<file path="config.mk">
export PLATFORM = sky130hd
export DESIGN_NAME = data_plane_fifo_mc
export DESIGN_NICKNAME = d
export VERILOG_FILES = /design/src/rtl/data_plane_fifo_mc.sv
export SDC_FILE = /design/constraint.sdc
export NUM_CORES = 1
export LEC_CHECK = 0
export CAP_MARGIN = 5
export CORE_UTILIZATION = 51
export DETAILED_ROUTE_END_ITERATION = 8
export PLACE_DENSITY = 0.69
export SLEW_MARGIN = 20
export SYNTH_ARGS = -nofsm -noshare
export SYNTH_HDL_FRONTEND = slang
export SYNTH_SLANG_ARGS = --single-unit
</file>
<file path="constraint.sdc">
create_clock -name clk -period 3.7 [get_ports clk]
set_input_delay 1.11 -clock clk [delete_from_list [all_inputs] [get_ports clk]]
set_output_delay 1.11 -clock clk [all_outputs]
set_load 0.005 [all_outputs]
</file>
<file path="src/rtl/data_plane_fifo_mc.sv">
// Dual-FIFO data plane: a TX burst engine emitting addressed, framed packets
// and an address-filtering RX buffer with occupancy and overflow reporting.
module data_plane_fifo_mc #(
  parameter  int DATA_W = 16,
  parameter  int ID_W   = 8,
  parameter  int DEPTH  = 16,
  localparam int PKT_W  = DATA_W + ID_W + 2,
  localparam int CNT_W  = $clog2(DEPTH) + 1
) (
  input  logic              clk,
  input  logic              rst,
  input  logic [ID_W-1:0]   node_id,
  input  logic              gpp_trf_dp,
  input  logic [DATA_W-1:0] gpp_tx_data,
  input  logic [ID_W-1:0]   tx_dest_id,
  input  logic              data_tx_flag,
  output logic              data_tx_complete_flag,
  output logic [PKT_W-1:0]  data_tx_packet,
  output logic              tx_busy,
  output logic [CNT_W-1:0]  tx_count,
  input  logic [PKT_W-1:0]  data_rx_packet,
  input  logic              gpp_rtr_dp,
  output logic [DATA_W-1:0] RAM_rx_data_out,
  output logic              rx_data_valid,
  output logic              data_rx_complete_flag,
  output logic [CNT_W-1:0]  rx_count,
  output logic              rx_overflow
);

  localparam int PTR_W = $clog2(DEPTH);
  localparam logic [CNT_W-1:0] FULL = CNT_W'(DEPTH);
  localparam logic [CNT_W-1:0] ONE  = CNT_W'(1);

  typedef enum logic [1:0] {TX_IDLE, TX_SEND, TX_DONE} tx_state_t;

  tx_state_t         tx_state;
  logic [DATA_W-1:0] tx_mem [DEPTH];
  logic [PTR_W-1:0]  tx_wr_ptr;
  logic [PTR_W-1:0]  tx_rd_ptr;
  logic [ID_W-1:0]   tx_dest_q;
  logic              tx_push;
  logic              tx_pop;
  logic              tx_last;
  logic [DATA_W-1:0] tx_head;

  logic [DATA_W-1:0] rx_mem [DEPTH];
  logic [PTR_W-1:0]  rx_wr_ptr;
  logic [PTR_W-1:0]  rx_rd_ptr;
  logic              rx_accept;
  logic              rx_push;
  logic              rx_pop;

  // The GPP may only load the TX FIFO while no burst is running; the first
  // packet of a burst is popped on the same edge that accepts the start pulse.
  assign tx_push = (tx_state == TX_IDLE) && gpp_trf_dp && (tx_count != FULL);
  assign tx_pop  = (tx_count != '0) &&
                   (((tx_state == TX_IDLE) && data_tx_flag) || (tx_state == TX_SEND));
  assign tx_last = (tx_count == ONE) && !tx_push;
  assign tx_head = tx_mem[tx_rd_ptr];

  always_ff @(posedge clk) begin
    if (!rst && tx_push) begin
      tx_mem[tx_wr_ptr] <= gpp_tx_data;
    end
  end

  // Outputs are registered alongside the state, so the visible state always
  // matches what is on the packet/complete outputs in the same cycle.
  always_ff @(posedge clk) begin
    if (rst) begin
      tx_state              <= TX_IDLE;
      tx_wr_ptr             <= '0;
      tx_rd_ptr             <= '0;
      tx_count              <= '0;
      tx_dest_q             <= '0;
      tx_busy               <= 1'b0;
      data_tx_packet        <= '0;
      data_tx_complete_flag <= 1'b0;
    end else begin
      if (tx_push) begin
        tx_wr_ptr <= tx_wr_ptr + 1'b1;
      end
      if (tx_pop) begin
        tx_rd_ptr <= tx_rd_ptr + 1'b1;
      end
      tx_count              <= tx_count + CNT_W'(tx_push) - CNT_W'(tx_pop);
      data_tx_packet        <= '0;
      data_tx_complete_flag <= 1'b0;
      case (tx_state)
        TX_IDLE: begin
          if (data_tx_flag) begin
            tx_dest_q <= tx_dest_id;
            tx_busy   <= 1'b1;
            if (tx_pop) begin
              data_tx_packet <= {1'b1, tx_last, tx_dest_id, tx_head};
              tx_state       <= TX_SEND;
            end else begin
              data_tx_complete_flag <= 1'b1;
              tx_state              <= TX_DONE;
            end
          end
        end
        TX_SEND: begin
          if (tx_pop) begin
            data_tx_packet <= {1'b1, tx_last, tx_dest_q, tx_head};
          end else begin
            data_tx_complete_flag <= 1'b1;
            tx_state              <= TX_DONE;
          end
        end
        TX_DONE: begin
          tx_busy  <= 1'b0;
          tx_state <= TX_IDLE;
        end
        default: begin
          tx_busy  <= 1'b0;
          tx_state <= TX_IDLE;
        end
      endcase
    end
  end

  // A pop frees a slot on the same edge, so a full FIFO being read still
  // takes the incoming word instead of flagging overflow.
  assign rx_accept = data_rx_packet[PKT_W-1] &&
                     (data_rx_packet[PKT_W-3 -: ID_W] == node_id);
  assign rx_pop    = gpp_rtr_dp && (rx_count != '0);
  assign rx_push   = rx_accept && ((rx_count != FULL) || rx_pop);

  always_ff @(posedge clk) begin
    if (!rst && rx_push) begin
      rx_mem[rx_wr_ptr] <= data_rx_packet[DATA_W-1:0];
    end
  end

  always_ff @(posedge clk) begin
    if (rst) begin
      rx_wr_ptr             <= '0;
      rx_rd_ptr             <= '0;
      rx_count              <= '0;
      RAM_rx_data_out       <= '0;
      rx_data_valid         <= 1'b0;
      data_rx_complete_flag <= 1'b0;
      rx_overflow           <= 1'b0;
    end else begin
      if (rx_push) begin
        rx_wr_ptr <= rx_wr_ptr + 1'b1;
      end
      if (rx_pop) begin
        rx_rd_ptr       <= rx_rd_ptr + 1'b1;
        RAM_rx_data_out <= rx_mem[rx_rd_ptr];
      end
      rx_count              <= rx_count + CNT_W'(rx_push) - CNT_W'(rx_pop);
      rx_data_valid         <= rx_pop;
      data_rx_complete_flag <= rx_accept && data_rx_packet[PKT_W-2];
      if (rx_accept && !rx_push) begin
        rx_overflow <= 1'b1;
      end
    end
  end

endmodule

</file>
==> results of run 1 <==
## logic make-up (layout without fill, tap and decap cells)
kind of cell	Yosys count	in the layout
AOI/OAI and AO/OA	64	64
xor gates and xnor gates	20	20
adders and majority gates	24	24
buffers and inverters	84	332
DFF	599	599
muxes	197	197
other	0	2
and+or+nand+nor	170	170
## stage by stage
| stage | setup slack, ps | hold slack (ps) |
|---|---|---|
| final | 313 | 451 |
| after global routing | 161 | 467 |
| after CTS | 332 | 450 |
| after detailed placement | -299 | 442 |
| after global placement | -261 | 441 |
| after floorplan | -56.5 | 437 |
## report_power, final
| part | total, µW | leakage, µW | switching (µW) | internal [µW] |
|---|---|---|---|---|
| clock network | 5830 | 0.000928 | 2440 | 3390 |
| registers | 8010 | 0.00532 | 399 | 7610 |
| logic | 2400 | 0.00245 | 1070 | 1340 |
## flip-flops by register name, indices dropped and copies added (netlist names), 2 cells and up, named ones only
name	cells
rx_mem	256
tx_mem	256
data_tx_packet	26
RAM_rx_data_out	16
tx_dest_q	8
rx_count	5
tx_count	5
rx_rd_ptr	4
rx_wr_ptr	4
tx_rd_ptr	4
tx_wr_ptr	4
tx_state	2
## cell type report
class	count	area, µm²
Timing Repair Buffer	194	2060
Clock inverter	33	285
Sequential cell	599	17100
Tap cell	592	741
Antenna cell	2	5.00
Clock buffer	77	1610
Fill cell	3105	16800
Inverter	28	106
Multi-Input combinational cell	475	5640
## per-layer routing
metal | part of all wire [%] | up-vias | track usage [%]
li1 | - | 5067 | -
met1 | 41 | 6020 | 27.8
met2 | 51 | 312 | 36.7
met3 | 5.7 | 75 | 3.90
met4 | 1.8 | 4 | 5.43
met5 | 0.057 | - | 0
## worst paths after layout
| kind | to | slack [ps] | cells after the start |
|---|---|---|---|
| max | rx_count[4] | 310 | 13 |
| min | rx_overflow | 450 | 2 |
| max reg2reg | rx_count[4] | 710 | 13 |
| min reg2reg | rx_overflow | 450 | 2 |
## cell usage in the layout (no fill, tap or decap), types with 24 or more instances in the layout
master / instances
nand2_1: 38
inv_1: 26
clkbuf_16: 61
a21oi_1: 25
buf_12: 25
clkdlybuf4s50_1: 118
nor2_1: 24
mux2i_1: 66
mux4_2: 128
buf_4: 50
dfxtp_1: 81
edfxtp_1: 512
## worst max-delay path, cell delays in order
cell,delay (ps)
clkdlybuf4s50_1,500
xnor2_2,130
nand4_1,140
or4_4,540
ha_1,300
inv_1,50
ha_1,150
inv_1,60
fa_1,400
nor2b_1,170
o21bai_1,100
a21oi_1,150
nor3b_1,60
==> metrics.md, run 1 <==
| Metric | Value |
|---|---|
| Status | complete, no violations |
| H-tree Lvls | 2 |
| Post-Syn Instances | 1158 |
| Die H | 215 µm |
| Hold buffer count at cts | 0 |
| Tcrit/Tclk final | 91.5% |
| GRT overflow | 0 |
| Core Rows | 77 |
| Final instance area | 27600 µm² |
| Drt drc | 0 |
| Synth Area in Adders | 1.37% |
| HPWL after detailed placement | 28500 µm |
| Post-synthesis simple-gate area fraction | 4.02% |
| CTS tree | done |
| Most frequent cells after synthesis | edfxtp_1 (512), mux4_2 (128), dfxtp_1 (87), mux2i_1 (66), nor2_1 (39) |
| DR pass1 iterations | 5 |
| Avg WL per Cell | 23.9 µm |
| Synth area leader | edfxtp_1 |
| Pwr per Cell Area | 589 nW/µm² |
| Vias | 11500 |
| Distinct cells, synth | 52 |
| Placed Area | 25700 µm² |
| Sequential fraction of the synthesis area | 74.3% |
| Min-delay worst type | reg2reg |
| Global Route Usage Sum | 21.2% |
| Maximum VDD drop | 0.591 mV |
| Top_reg_cell synth | edfxtp_1 |
| Slew HR | 36.8% |
| Clk buf depth | 3 |
| Core footprint | 44400 µm² |
| Worst path arrival time | 3870 ps |
| Max-cap violations | 0 |
| CP Class | in2reg |
| CTS buffer count | 59 |
| # IOs | 120 |
| Tot Pwr | 16200 µW |
| Clock sink total | 599 |
| Post-synth top area share | 66.7% |
| Max Clk Rate | 0.295 GHz |
| Critical path origin | node_id[6] |
| Util after Layout | 62.1% |
| Final Wtd Congestion | 0.761 |
| Total Die Area | 46000 µm² |
| Initial Utilization | 51.9% |
| Largest net degree at the start of global routing | 49 |
| Syn_nets | 1245 |
| Vias in the first global route | 11900 |
| #FFs+latches synth | 599 |
| Worst-Margin Slew | 948 ps |
| Top-count cell post-synth | edfxtp_1 |
| IO buf count | 119 |
| Post-route ant nets | 0 |
| Final hold vios | 0 |
| Worst Setup Start Kind | primary input |
| Clock skew | 11.8 ps |
| Non-Filler Instances | 2000 |
| Area of the mapped netlist | 23000 µm² |
| Crit. End Element | flop |
| Post-cts resize count | 0 |
| Setup Viol. Count Final | 0 |
| Mean post-synth cell area | 19.9 µm² |
| Post-synth EDFFs | 512 |
| Reg-to-reg startpoint | rx_count[3] |
| Area delta synth->final | 19.7% |
| Nets | 1444 |
| RSZ-0062 raised after global routing | false |
| First-pass GRT wire length | 72900 µm |
| Synth Area in XOR/XNOR | 0.956% |
| Minimum clock period | 3390 ps |
| Placed cells | 1888 |
| Skew-Pair Late Insertion Delay | 600 ps |
| Post-CTS setup buffers | 0 |
| Worst Path Required | 4180 ps |
| Leakage | 0.00870 µW |
| Crit-path max FO | 2 |
| Post-synthesis compound-gate area fraction | 2.11% |
| Post-route setup TNS | 0 ps |
| Synth top area cells | edfxtp_1 (67%), mux4_2 (13%), dfxtp_1 (7.6%) |
| Async SR Flop Fraction | 0% |
| Reg clk slew, reported paths | 60 ps |
| Initial antenna violation count | 4 |
| Mux contribution to synthesized area | 15.5% |
| DR iter-0 viols | 890 |
| Die W | 215 µm |
| Hold_sp | rx_overflow |
| Share of post-route cells with drive strength above 1 | 25.3% |
| Clock Tree Root | clkbuf_16 |
| Via density | 5.74 |
| Routed WL | 47800 µm |
| Yosys Warn Count | 0 |
| Main combinational cell family by area after synthesis | multiplexers |
| Max Slew Vio Count | 0 |
Note: power is estimated with default switching activity, not from simulation.
==> inputs of run 2 (changes only) <==
PLACE_DENSITY = default   (was 0.69)
PLACE_DENSITY_LB_ADDON = 0.1   (was default)
==> run 2 against run 1 <==
Register-to-register slack worse by 20 ps. First-iteration DRC count down 9.6%. Worst hold slack about the same. Flip-flop and latch count unchanged. Sequential power about the same. Power up 0.48%. Utilization down 0.30 points. Maximum frequency down 3.4%. Global-route usage up 0.28 points. Non-clock buffer count down 11. Clock power up 2%. Cell area down 0.48%. Largest cell class unchanged. Highest routed layer unchanged.
==> metrics.md, run 2 (synthesized netlist as in run 1, its figures left out) <==
| Metric | Value |
|---|---|
| Core Rows | 77 (unchanged) |
| Hold_sp | rx_overflow |
| Tot Pwr | 16300 µW (+0.48%) |
| Worst Path Required | 4180 ps (about the same) |
| CTS tree | done |
| Min-delay worst type | reg2reg |
| CTS buffer count | 59 (unchanged) |
| CP Class | in2reg |
| Crit-path max FO | 2 (unchanged) |
| Via density | 5.67 (-1.2%) |
| Final instance area | 27400 µm² (-0.48%) |
| Post-cts resize count | 0 (unchanged) |
| Setup slack after layout | 195 ps (-118 ps) |
| Clock skew | 28.3 ps (+16.4 ps) |
| HPWL after detailed placement | 28200 µm (-0.98%) |
| CP cell instances | clkdlybuf4s50_1 > xnor2_2 > nand4_1 > or4_4 > ha_1 > inv_1 > ha_1 > inv_1 > fa_1 > nor2b_1 > o21bai_1 > a21oi_1 > nor3b_1 |
| Hold Slack | 450 ps (-0.218 ps) |
| Routed WL | 48100 µm (+0.66%) |
| Global Route Usage Sum | 21.5% (+0.28 points) |
| Nets | 1433 (-0.76%) |
| Max Slew Vio Count | 0 (unchanged) |
| Placed cells | 1877 (-0.58%) |
| DR iter-0 viols | 805 (-9.6%) |
| Psw | 3940 µW (+0.99%) |
| Met3 usage | 4.07% (+0.17 points) |
| Seq pwr share | 49.1% (-0.2 points) |
| Worst Setup Start Kind | primary input |
| Sw Share | 24.1% (+0.12 points) |
| Total Die Area | 46000 µm² (unchanged) |
| Minimum clock period | 3500 ps (+118 ps) |
| Met2 usage | 37.7% (+0.95 points) |
| RSZ-0062 raised after global routing | false |
| Clock share of power | 36.3% (+0.4 points) |
| Pre-CTS setup slack | -419 ps (-120 ps) |
| Share of post-route cells with drive strength above 1 | 24.7% (-0.61 points) |
| Maximum VDD drop | 0.458 mV (-23%) |
| Reg clk slew, reported paths | 60 ps (about the same) |
| Vias | 11300 (-1.8%) |
| Area delta synth->final | 19.1% |
| Die H | 215 µm (unchanged) |
| Avg WL per Cell | 24.2 µm (+1.3%) |
| Drt drc | 0 (unchanged) |
| Most frequent cells in the layout | edfxtp_1 (512), mux4_2 (128), clkdlybuf4s50_1 (118), dfxtp_1 (81), mux2i_1 (66) |
| DR pass1 iterations | 5 (unchanged) |
| H-tree Lvls | 2 (unchanged) |
| Clk buf depth | 3 (unchanged) |
| Post-route ant nets | 0 (unchanged) |
| Internal | 12400 µW (+0.32%) |
| # IOs | 120 (unchanged) |
| Worst path arrival time | 3980 ps (+110 ps) |
| Slew HR | 31.1% (-5.7 points) |
| Initial antenna violation count | 1 (-3) |
| Worst-Margin Slew | 1030 ps (+86.1 ps) |
| Leakage | 0.00865 µW (-0.53%) |
| IO buf count | 119 (unchanged) |
| Placed Area | 25500 µm² (-0.68%) |
| Slowest stage cell, crit path | or4_4 |
| Slowest stage delay, CP | 550 ps (about the same) |
| Crit. End Element | flop |
| Max Clk Rate | 0.285 GHz (-3.4%) |
| Die W | 215 µm (unchanged) |
| Vias in the first global route | 12000 (+0.48%) |
| Largest regs | rx_mem x256, tx_mem x256, data_tx_packet x26 |
| Core footprint | 44400 µm² (unchanged) |
| Initial Utilization | 51.9% (unchanged) |
| Final Wtd Congestion | 0.745 (-2.1%) |
| Largest net degree at the start of global routing | 52 (+6.1%) |
| Layer with the highest usage | met2 |
| First-pass GRT wire length | 73700 µm (+1.1%) |
| GRT overflow | 0 (unchanged) |
| Hold buffer count at cts | 0 (unchanged) |
| Logic pwr share | 14.5% (-0.3 points) |
| Antenna cells | 0 (-2) |
| GR Layer Usage met1 | 27.5% (-0.25 points) |
| Commonest non-fill, non-tap cell in the layout | edfxtp_1 |
| Tcrit/Tclk final | 94.7% (+3.2 points) |
| Pwr per Cell Area | 595 nW/µm² (+0.97%) |
| Status | complete, no violations |
| Final hold vios | 0 (unchanged) |
| Crit path buf inv count | 3 (unchanged) |
| Setup Viol. Count Final | 0 (unchanged) |
| Post-CTS setup buffers | 0 (unchanged) |
| Critical path origin | node_id[6] |
| Clock sink total | 599 (unchanged) |
| Reg-to-reg startpoint | rx_count[2] |
| Clock Tree Root | clkbuf_16 |
| CP delay by family, top | simple AND/OR/NAND/NOR gates |
| Skew-Pair Late Insertion Delay | 630 ps (+30 ps) |
| Max-cap violations | 0 (unchanged) |
| Non-Filler Instances | 1988 (-0.60%) |
run 2: cell count changes in the layout (fill, tap and decap cells not counted), moves of 2 or more:
cell        before  now
clkinv_2        16   10
buf_4           50   47
clkbuf_1        14   23
clkinvlp_4       3    0
buf_12          25   17
clkinv_1        10    3
clkbuf_8         2    8
diode_2          2    0
run 2: per-stage QoR:
stage	util (%)	TNS, ps
6_report	61.8	0
5_1_grt	61.8	0
4_1_cts	61.8	0
3_5_place_dp	57.4	-619
3_3_place_gp	57.4	-353
2_1_floorplan	-	-7230
run 2: final cells by class:
type / instances / area [µm²]
flip-flops and latches: 599 / 17100
fillers: 3136 / 17000
multi-input cells: 475 / 5650
repair buffers: 183 / 1880
clock buffers: 91 / 1700
well taps: 592 / 741
clock inverters: 20 / 240
inverters: 28 / 106
run 2: worst min-delay path, stage by stage (launching register included):
cell and delay, ps:
dfxtp_1 310, inv_1 50, a21oi_1 50
run 2: power by group through the flow:
stage          registers (µW)  clock network [µW]  logic [µW]
2_1_floorplan            7900                   0        1660
3_3_place_gp             8170                   0        2370
3_5_place_dp             8160                   0        2400
4_1_cts                  8030                6060        2410
5_1_grt                  8070                6300        2590
6_report                 8020                5930        2370
run 2: worst paths after layout:
path	end	slack, ps	cells after the start
worst max-delay path	rx_count[4]	200	13
worst min-delay path	rx_overflow	450	2
worst min register to register	rx_overflow	450	2
worst max register to register	rx_count[4]	690	13
run 2: per-layer routing:
metal,wire length (µm),vias to the layer above
met5,17,-
met2,25100,242
li1,-,5044
met4,940,2
met3,2290,72
met1,19700,5913
